`config.mk`:
```
export PLATFORM = sky130hd
export DESIGN_NAME = gray_pos_ctrl
export DESIGN_NICKNAME = d
export VERILOG_FILES = /design/src/rtl/gray_pos_ctrl.sv
export SDC_FILE = /design/constraint.sdc
export NUM_CORES = 1
export LEC_CHECK = 0
export CORE_MARGIN = 2
export CORE_UTILIZATION = 35
export CTS_BUF_LIST = sky130_fd_sc_hd__clkbuf_8
export DETAILED_ROUTE_END_ITERATION = 12
export DONT_BUFFER_PORTS = 1
export SLEW_MARGIN = 20
export SYNTH_ARGS = -nofsm -noshare
export SYNTH_HDL_FRONTEND = slang
export SYNTH_SLANG_ARGS = --single-unit
```
`constraint.sdc`:
```
create_clock -name clk_i -period 3.5 [get_ports clk_i]
set_clock_uncertainty 0.2 [all_clocks]
set_input_delay 0.875 -clock clk_i [delete_from_list [all_inputs] [get_ports clk_i]]
set_output_delay 0.875 -clock clk_i [all_outputs]
set_load 0.01 [all_outputs]
```
`src/rtl/gray_pos_ctrl.sv`:
```
// Gray-code position controller: takes a target over valid/ready, walks the
// 8-position ring in the shorter direction, one step per STEP_DIV clocks.
module gray_pos_ctrl #(
    parameter int STEP_DIV = 4
) (
    input  logic       clk_i,
    input  logic       rst_i,
    input  logic       cmd_valid_i,
    output logic       cmd_ready_o,
    input  logic [2:0] cmd_target_i,
    input  logic       abort_i,
    output logic [2:0] gray_o,
    output logic [2:0] pos_o,
    output logic       dir_o,
    output logic       step_pulse_o,
    output logic       busy_o,
    output logic       done_o
);

    localparam int TW = (STEP_DIV > 2) ? $clog2(STEP_DIV) : 1;
    localparam logic [TW-1:0] TLOAD = TW'(STEP_DIV - 1);

    localparam logic [0:0] IDLE = 1'b0;
    localparam logic [0:0] RUN  = 1'b1;

    logic [0:0]    state_q, state_d;
    logic [2:0]    pos_q, pos_d;
    logic [2:0]    gray_q, gray_d;
    logic          dir_q, dir_d;
    logic          step_q, step_d;
    logic          done_q, done_d;
    logic [TW-1:0] timer_q, timer_d;
    logic [2:0]    rem_q, rem_d;

    logic [2:0]    diff;
    logic [2:0]    pos_nx;

    assign diff   = cmd_target_i - pos_q;
    assign pos_nx = dir_q ? (pos_q + 3'd1) : (pos_q - 3'd1);

    always_comb begin
        state_d = state_q;
        pos_d   = pos_q;
        gray_d  = gray_q;
        dir_d   = dir_q;
        step_d  = 1'b0;
        done_d  = 1'b0;
        timer_d = timer_q;
        rem_d   = rem_q;
        if (state_q == IDLE) begin
            if (cmd_valid_i) begin
                if (diff == 3'd0) begin
                    done_d = 1'b1;
                end else begin
                    // A half-ring tie (diff == 4) resolves upward.
                    dir_d   = (diff <= 3'd4);
                    rem_d   = (diff <= 3'd4) ? diff : (3'd0 - diff);
                    timer_d = TLOAD;
                    state_d = RUN;
                end
            end
        end else begin
            if (abort_i) begin
                state_d = IDLE;
            end else if (timer_q != '0) begin
                timer_d = timer_q - TW'(1);
            end else begin
                pos_d   = pos_nx;
                gray_d  = pos_nx ^ (pos_nx >> 1);
                step_d  = 1'b1;
                rem_d   = rem_q - 3'd1;
                timer_d = TLOAD;
                if (rem_q == 3'd1) begin
                    state_d = IDLE;
                    done_d  = 1'b1;
                end
            end
        end
    end

    always_ff @(posedge clk_i or posedge rst_i) begin
        if (rst_i) begin
            state_q <= IDLE;
            pos_q   <= 3'd0;
            gray_q  <= 3'd0;
            dir_q   <= 1'b0;
            step_q  <= 1'b0;
            done_q  <= 1'b0;
            timer_q <= '0;
            rem_q   <= 3'd0;
        end else begin
            state_q <= state_d;
            pos_q   <= pos_d;
            gray_q  <= gray_d;
            dir_q   <= dir_d;
            step_q  <= step_d;
            done_q  <= done_d;
            timer_q <= timer_d;
            rem_q   <= rem_d;
        end
    end

    assign cmd_ready_o  = (state_q == IDLE);
    assign busy_o       = (state_q == RUN);
    assign gray_o       = gray_q;
    assign pos_o        = pos_q;
    assign dir_o        = dir_q;
    assign step_pulse_o = step_q;
    assign done_o       = done_q;

endmodule

```
==> results of run 1 <==
-- metrics by stage --
| stage | worst slack (ns) | total power, mW | cells | hold WS [ns] | utilization (%) |
|---|---|---|---|---|---|
| after CTS | 0.857 | 0.942 | 111 | 0.292 | 41.0 |
| final | 0.837 | 0.925 | 111 | 0.293 | 41.0 |
| after global routing | 0.691 | 1.02 | 111 | 0.314 | 41.0 |
| after floorplan | 0.782 | 0.693 | 80 | 0.245 | - |
| after detailed placement | 0.621 | 0.774 | 107 | 0.271 | 38.5 |
| after global placement | 0.703 | 0.763 | 107 | 0.260 | 38.5 |
-- final timing paths --
| kind | from | endpoint | slack, ns | cells past startpoint |
|---|---|---|---|---|
| max in group asynchronous | rst_i | done_o$_DFF_PP0_ | 2.37 | 1 |
| max | cmd_target_i[0] | rem_q[0]$_DFFE_PP0P_ | 0.84 | 8 |
| min | timer_q[0]$_DFFE_PP0P_ | timer_q[0]$_DFFE_PP0P_ | 0.29 | 1 |
| min in group asynchronous | rst_i | step_pulse_o$_DFF_PP0_ | 0.37 | 1 |
| max reg2reg | pos_o[0]$_DFFE_PP0P_ | rem_q[0]$_DFFE_PP0P_ | 0.99 | 7 |
| min reg2reg | timer_q[0]$_DFFE_PP0P_ | timer_q[0]$_DFFE_PP0P_ | 0.29 | 1 |
-- sequential cells by signal, indices dropped and copies added (netlist names) --
name          count
busy_o            1
dir_o             1
done_o            1
gray_o            2
pos_o             3
rem_q             3
step_pulse_o      1
timer_q           2
-- cells in the mapped netlist (2+ instances only) --
library cell  count
dfrtp_1          14
ha_1              5
nand2_1           6
fa_1              2
inv_1            10
nor2_1            6
a21oi_1           6
o21ai_0           4
xnor2_1           5
nor3_1            2
-- power groups by stage --
stage / logic [mW] / clock network [mW] / registers (mW)
floorplan: 0.389 / 0 / 0.304
global placement: 0.435 / 0 / 0.328
detailed placement: 0.444 / 0 / 0.330
CTS: 0.448 / 0.166 / 0.328
global route: 0.503 / 0.174 / 0.343
finish: 0.441 / 0.158 / 0.327
-- critical path: cells and delay by family --
kind | cells | cell delay, ns
adder cells (fa/ha/maj) | 3 | 0.90
AO/OA/AOI/OAI | 3 | 0.42
AND/OR/NAND/NOR | 1 | 0.42
buffers and inverters | 1 | 0.02
-- cell families (layout without fill, tap and decap cells) --
logic type	Yosys count	count (layout)	share of synthesized area, %
buffers and inverters	12	15	5.93
DFF	14	14	42.6
AOI/OAI and AO/OA	17	17	12.9
and+or+nand+nor	22	22	14.1
adders and majority gates	7	7	12.5
xor gates and xnor gates	8	8	12.0
-- cell type report --
cell class | instances | share of cell area, %
Clock buffer | 4 | 6.08
Inverter | 11 | 4.56
Tap cell | 28 | 3.87
Sequential cell | 14 | 38.7
Multi-Input combinational cell | 54 | 46.8
-- metal layers --
layer / GRT usage (%) / vias up / wire [µm]
met5: 0 / - / 0
met4: 7.69 / 0 / 9
met3: 6.00 / 2 / 156
met2: 22.1 / 16 / 719
met1: 17.1 / 273 / 697
li1: - / 275 / -
==> flow_metrics.tcl, run 1 <==
set metrics [dict create \
    run_status "finished clean" \
    yosysTopAreaCellShare_pct 42.6 \
    grt_overflow 0 \
    layout.nets 98 \
    drt_pass1_iterations 4 \
    rows 17 \
    clockBufferDepth 2 \
    maxCapViolCount 0 \
    vdd.ir_drop.worst_v 0.000448 \
    fin_crit_ns 2.66 \
    ant_nets 0 \
    crit_slowest_cell "fa_1" \
    dieArea_um2 2760 \
    drcViolationCount 0 \
    layout_commonest_cell "dfrtp_1" \
    layout_common_cells "dfrtp_1 (14), inv_1 (10), a21oi_1 (6), nor2_1 (6), nand2_1 (6)" \
    track_usage_pct 14.5 \
    multiInputGateArea_um2 424 \
    fillerInstances 232 \
    portBuffers 0 \
    synth_edf_count 0 \
    p_leak_nw 0.436 \
    die_height_um 52.5 \
    power.switching_uw 376 \
    critPathKind "in -> reg" \
    synth_area_leader_cell "dfrtp_1" \
    antennaDiodeCount 0 \
    root_buffer "clkbuf_8" \
    area_delta_synth_final_pct 10.0 \
    tns_ns 0 \
    fp.dieW_um 52.5 \
    setup_viol 0 \
    seq_area_um2 350 \
    drv_slew 0 \
    path_clk_slew_ns 0.06 \
    initial_utilization_pct 37.2 \
    antenna_found_initial 0 \
    yosysWarnings 0 \
    syn-instance-count 80 \
    drive_above_1_share_pct 7.23 \
    path_cells "inv_1 -> ha_1 -> fa_1 -> ha_1 -> nor3b_1 -> a211oi_2 -> a21oi_1 -> o22a_1" \
    vias 566 \
    wire_per_inst_um 14.3 \
    syn_area_um2 823 \
    avgSynthCellArea_um2 10.3 \
    arrival_ns 2.65 \
    crit_fanout 5 \
    fmax_mhz 376 \
    hold_buffers 0 \
    postCtsSetupRepairBufs 0 \
    p_sw_share_pct 40.6 \
    comb_power_share_pct 47.6 \
    cts_tree "yes" \
    placed_cell_area_um2 851 \
    yosysSeqAreaShare_pct 42.6 \
    cts-resized-gates 0 \
    wl_um 1580 \
    drt_iter0_drc 3 \
    cts.sinks 14 \
    cts.htree.levels 1 \
    crit_path_max_incr_delay_ns 0.46 \
    cpMostUsedCell "ha_1" \
    powerDensity_nw_per_um2 1020 \
    clkLatencyLatePin_ns 0.24 \
    ys_types 30 \
    share_clk_of_total_power_pct 17.1 \
    first_global_vias 611 \
    ys_top_cells_by_area "dfrtp_1 (43%), ha_1 (7.6%), xnor2_1 (5.3%)" \
    cts_buffers 3 \
    finalCritPeriodShare_pct 76.1 \
    p_int_uw 549 \
    grt_max_degree 15 \
    crit_path_start_kind "primary input" \
    vias_per_cell 5.10 \
    hpwl_um 1190 \
    gp_congestion 0.684 \
    slew_headroom_pct 63.0 \
    dominantRegCellSynth "dfrtp_1" \
    synthArstFlopShare_pct 100 \
    hp-class "reg -> reg" \
    p_seq_share_pct 35.3 \
    grt_pass1_wl_um 2810 \
    rsz0062_at_grt "no" \
    hold_violations 0 \
    io_pins 18 \
    mappedNetlistNets 94 \
    end_kind "flop" \
    cp_data_required_time_ns 3.48 \
    worst_pin_slew_ns 0.555 \
    ys_seq_elements 14 \
    finish.instance_area_um2 906 \
    core-area_um2 2210 \
]
No activity file was read; power rests on OpenSTA's default activity.
==> inputs of run 2 (changes only) <==
Clock period 3.5 ns to 2.4 ns, I/O delays scaled along.
==> run 2 against run 1 <==
Worst hold slack got worse by 0.21 ns. Combinational power rose by 78%. Critical path type is now reg -> reg. Die area did not move. Clock power rose by 44%. Sequential power rose by 31%. Largest power group unchanged. First-iteration DRC count fell by 33%. Register-to-register slack got worse by 0.86 ns. Critical path depth fell by 2. Core utilization rose by 2.9 points. Critical endpoint is now rem_q[1]$_DFFE_PP0P_.
==> flow_metrics.tcl, run 2 (synthesis gave the netlist of run 1 again) <==
set metrics [dict create \
    antenna_found_initial 0 \
    end_kind "flop" \
    p_int_uw 878 \
    power.switching_uw 566 \
    clockBufferDepth 2 \
    grt_overflow 0 \
    path_clk_slew_ns 0.06 \
    share_clk_of_total_power_pct 15.8 \
    postCtsSetupRepairBufs 0 \
    dieArea_um2 2760 \
    crit_path_start_kind "flop" \
    crit_path_max_incr_delay_ns 0.47 \
    hold_violations 0 \
    setup_viol 0 \
    p_sw_share_pct 39.2 \
    vias_per_cell 4.92 \
    wire_per_inst_um 12.8 \
    cts_tree "yes" \
    die_height_um 52.5 \
    dr_wl_met2_um 777 \
    crit_slowest_cell "fa_1" \
    first_global_vias 609 \
    instances_no_fill 119 \
    fmax_mhz 441 \
    hold_buffers 0 \
    cts.htree.levels 1 \
    rsz0062_at_grt "yes" \
    dr.max_layer_used "met3" \
    fillerInstances 224 \
    critPathKind "reg -> reg" \
    drcViolationCount 0 \
    r2r_end "rem_q[1]$_DFFE_PP0P_" \
    drive_above_1_share_pct 16.5 \
    layout_common_cells "dfrtp_1 (14), inv_1 (10), buf_4 (8)" \
    crit_fanout 2 \
    multiInputGateArea_um2 429 \
    worstReg2RegStart "pos_o[0]$_DFFE_PP0P_" \
    reg2reg_depth 6 \
    p_total_mw 1.44 \
    finalCoreUtilization_pct 43.9 \
    finalCritPeriodShare_pct 94.4 \
    run_status "finished clean" \
    drv_slew 0 \
    cts_buffers 3 \
    hpwl_um 1230 \
    gp_congestion 0.740 \
    wl_um 1530 \
    cpMostUsedCell "ha_1" \
    drt_iter0_drc 2 \
    portBuffers 0 \
    root_buffer "clkbuf_8" \
    wl_met3_um 129 \
    grt_pass1_wl_um 2680 \
    drt_pass1_iterations 4 \
    track_usage_pct 13.4 \
    cts.sinks 14 \
    dp.cells 115 \
    p_seq_share_pct 29.7 \
    comb_power_share_pct 54.5 \
    layout.nets 106 \
    grt_max_degree 15 \
    placed_cell_area_um2 916 \
    ant_nets 0 \
    fp.dieW_um 52.5 \
    wl_met1_um 619 \
    core-area_um2 2210 \
    clkLatencyLatePin_ns 0.24 \
    vdd.ir_drop.worst_v 0.000691 \
    arrival_ns 2.19 \
    worst_pin_slew_ns 0.534 \
    antennaDiodeCount 0 \
    fin_crit_ns 2.27 \
    hp-class "in -> async" \
    vias 585 \
    slew_headroom_pct 64.4 \
    finish.instance_area_um2 971 \
    seq_area_um2 350 \
    r2r_slack_ns 0.13 \
    path_cells "ha_1 -> fa_1 -> ha_1 -> or3_1 -> a31oi_1 -> o21ai_1" \
    io_pins 18 \
    rows 17 \
    powerDensity_nw_per_um2 1490 \
    cp_data_required_time_ns 2.32 \
    maxCapViolCount 0 \
    cts-resized-gates 0 \
    layout_commonest_cell "dfrtp_1" \
    initial_utilization_pct 37.2 \
    area_delta_synth_final_pct 17.9 \
    p_leak_nw 0.479 \
    tns_ns 0 \
]
-- run 2: cell types whose count changed in the layout (fill, tap and decap cells not counted) --
cell / before / now
buf_4: 0 / 8
nor3b_1: 1 / 0
nor3b_2: 0 / 1
-- run 2: power groups by stage --
stage / Clock [mW] / Combinational, mW / Sequential, mW
2_1_floorplan: 0 / 0.571 / 0.445
3_3_place_gp: 0 / 0.773 / 0.434
3_5_place_dp: 0 / 0.793 / 0.435
4_1_cts: 0.237 / 0.802 / 0.431
5_1_grt: 0.250 / 0.903 / 0.446
6_report: 0.228 / 0.787 / 0.429
-- run 2: area by class of cell --
class,count,area share (%)
tap,28,3.61
multi-input combinational,54,44.2
clock buffer,4,5.67
sequential,14,36.1
inverter,11,4.25
timing repair buffer,8,6.19
-- run 2: critical path: cells and delay by family, from the launching register on --
| family | cells | cell delay (ns) |
|---|---|---|
| fa+ha+maj | 3 | 0.95 |
| flops | 1 | 0.39 |
| simple gates | 1 | 0.35 |
| compound gates | 2 | 0.26 |
-- run 2: stage by stage --
step	hold WS [ns]	worst slack, ns
finish	0.0830	0.134
CTS	0.104	0.111
detailed placement	0.266	-0.114
global placement	0.260	-0.0961
global route	0.130	-0.00295
floorplan	0.245	-0.00833
-- run 2: per-layer routing --
metal	GRT usage, %	up-vias
li1	-	285
met1	14.0	283
met2	23.5	17
met3	7.43	0
met4	2.56	0
met5	0	-
-- run 2: worst max-delay path by stage --
stage	slack, ns	cells past startpoint	from	to
2_1_floorplan	-0.008	7	cmd_target_i[0]	rem_q[1]$_DFFE_PP0P_
3_3_place_gp	-0.1	7	cmd_target_i[0]	rem_q[1]$_DFFE_PP0P_
3_5_place_dp	-0.11	7	cmd_target_i[0]	rem_q[1]$_DFFE_PP0P_
4_1_cts	0.11	6	pos_o[0]$_DFFE_PP0P_	rem_q[1]$_DFFE_PP0P_
5_1_grt	-0.003	7	pos_o[0]$_DFFE_PP0P_	rem_q[0]$_DFFE_PP0P_
6_report	0.13	6	pos_o[0]$_DFFE_PP0P_	rem_q[1]$_DFFE_PP0P_
==> inputs of run 3 (changes only) <==
Settings changed: ABC_AREA set to 1.
==> run 3 against run 2 <==
Via count grew 20%. Global-route usage grew 0.75 points. Synthesized area grew 8.8%. Fmax grew 6.2%. Final cell count grew 21%. Wire length grew 16%. Power shrank 0.65%. Worst hold slack lost 0.0024 ns. Critical path type is now in -> reg. Critical endpoint unchanged.
==> flow_metrics.tcl, run 3 <==
set metrics [dict create \
    track_usage_pct 14.2 \
    fmax_mhz 468 \
    grt_pass1_wl_um 2990 \
    maxCapViolCount 0 \
    finalCoreUtilization_pct 40.3 \
    grt_max_degree 15 \
    layout_common_cells "nand2_1 (26), inv_1 (22), dfrtp_1 (14), nand3_1 (12)" \
    cts-resized-gates 0 \
    syn-instance-count 110 \
    instances_no_fill 144 \
    yosysWarnings 0 \
    finalCritPeriodShare_pct 89.0 \
    vdd.ir_drop.worst_v 0.000848 \
    crit_path_max_incr_delay_ns 0.50 \
    portBuffers 0 \
    drt_pass1_iterations 4 \
    layout_commonest_cell "nand2_1" \
    cts.htree.levels 1 \
    vias 700 \
    drt_iter0_drc 12 \
    arrival_ns 2.07 \
    area_delta_synth_final_pct 10.3 \
    drcViolationCount 0 \
    initial_utilization_pct 36.5 \
    cts.sinks 14 \
    fin_crit_ns 2.14 \
    hold_slack_ns 0.0807 \
    synth_area_leader_cell "dfrtp_1" \
    yosysTopAreaCellShare_pct 39.1 \
    path_clk_slew_ns 0.06 \
    ys_top_cells_by_area "dfrtp_1 (39%), nand2_1 (11%), inv_1 (9.2%)" \
    rsz0062_at_grt "no" \
    die_height_um 54.6 \
    powerDensity_nw_per_um2 1450 \
    wire_per_inst_um 12.3 \
    worstReg2RegStart "pos_o[0]$_DFFE_PP0P_" \
    synth_commonest_cells "nand2_1 (26), inv_1 (22), dfrtp_1 (14)" \
    dieArea_um2 2980 \
    end_kind "flop" \
    cts_tree "yes" \
    rows 18 \
    crit_slowest_cell "fa_1" \
    critPathKind "in -> reg" \
    reg2reg_depth 10 \
    yosysSeqAreaShare_pct 39.1 \
    ant_nets 0 \
    first_global_vias 709 \
    vias_per_cell 4.86 \
    root_buffer "clkbuf_8" \
    wl_um 1770 \
    crit_fanout 6 \
    mappedNetlistNets 124 \
    grt_overflow 0 \
    finish.instance_area_um2 988 \
    hpwl_um 1440 \
    slew_headroom_pct 64.4 \
    placed_cell_area_um2 933 \
    hold_buffers 0 \
    avgSynthCellArea_um2 8.14 \
    startpoint "cmd_target_i[0]" \
    setup_viol 0 \
    cts_buffers 3 \
    drv_slew 0 \
    syn_area_um2 896 \
    clockBufferDepth 2 \
    fp.dieW_um 54.6 \
    worst_pin_slew_ns 0.534 \
    run_status "finished clean" \
    core-area_um2 2450 \
    antenna_found_initial 0 \
    gp_congestion 0.772 \
    crit_path_start_kind "primary input" \
    dp.cells 140 \
    p_leak_nw 0.542 \
    hold_violations 0 \
    synthArstFlopShare_pct 100 \
    ys_types 21 \
    drive_above_1_share_pct 11.4 \
    dominantRegCellSynth "dfrtp_1" \
    antennaDiodeCount 0 \
    clkLatencyLatePin_ns 0.24 \
    ys_seq_elements 14 \
    cp_data_required_time_ns 2.34 \
    path_cells "inv_1 -> ha_1 -> fa_1 -> ha_1 -> inv_1 -> nor2_1 -> nand3_1 -> nand3_4 -> nor2_2 -> nand2_1 -> nand2_1" \
    postCtsSetupRepairBufs 0 \
    layout.nets 129 \
    hp-class "in -> async" \
    synth_edf_count 0 \
    post-synth-top-count-cell "nand2_1" \
    io_pins 18 \
]
## run 3: worst paths after layout
kind	endpoint	slack, ns
max	rem_q[1]$_DFFE_PP0P_	0.26
min	pos_o[2]$_DFFE_PP0P_	0.08
max reg2reg	rem_q[1]$_DFFE_PP0P_	0.27
min reg2reg	timer_q[0]$_DFFE_PP0P_	0.29
max in group asynchronous	rem_q[0]$_DFFE_PP0P_	1.56
min in group clk_i	timer_q[0]$_DFFE_PP0P_	0.29
## run 3: kinds of logic (layout without fill, tap and decap cells)
family,Yosys count,count (layout),share of synthesized area [%]
adder cells (fa/ha/maj),7,7,11.5
XOR/XNOR,4,4,3.91
AO/OA/AOI/OAI,12,12,7.82
flip-flops,14,14,39.1
buffers and inverters,25,29,10.9
AND/OR/NAND/NOR,48,48,26.8
## run 3: final cells by class
type	instances	area, µm²
timing repair buffer	1	7.51
sequential	14	350
inverter	24	90.1
fill	248	1470
clock buffer	4	55.1
multi-input combinational	71	448
tap	30	37.5
## run 3: report_power, final
part / total (mW) / switching, mW / internal, mW
clock network: 0.227 / 0.0816 / 0.145
registers: 0.476 / 0.137 / 0.339
logic: 0.731 / 0.450 / 0.281
total: 1.43 / 0.669 / 0.766
## run 3: critical path: cells and delay by family
family	cells	cell delay, ns
simple gates	6	0.53
fa+ha+maj	3	0.86
buf+inv	2	0.09
## run 3: metal layers
metal  global-route usage [%]  wire length, µm  up-vias  share of wire (%)
met5                        0                0        -                  0
met4                     5.00               14        0               0.79
met3                     3.28               98        4                5.6
met2                     26.2              954       19                 54
met1                     15.6              697      330                 39
li1                         -                -      347                  -
## run 3: per-stage QoR
step	power (mW)	TNS [ns]	setup slack [ns]
floorplan	1.06	0	0.0954
global placement	1.19	0	0.0492
detailed placement	1.22	-0.00284	-0.00284
CTS	1.46	0	0.263
global route	1.59	0	0.116
finish	1.43	0	0.265
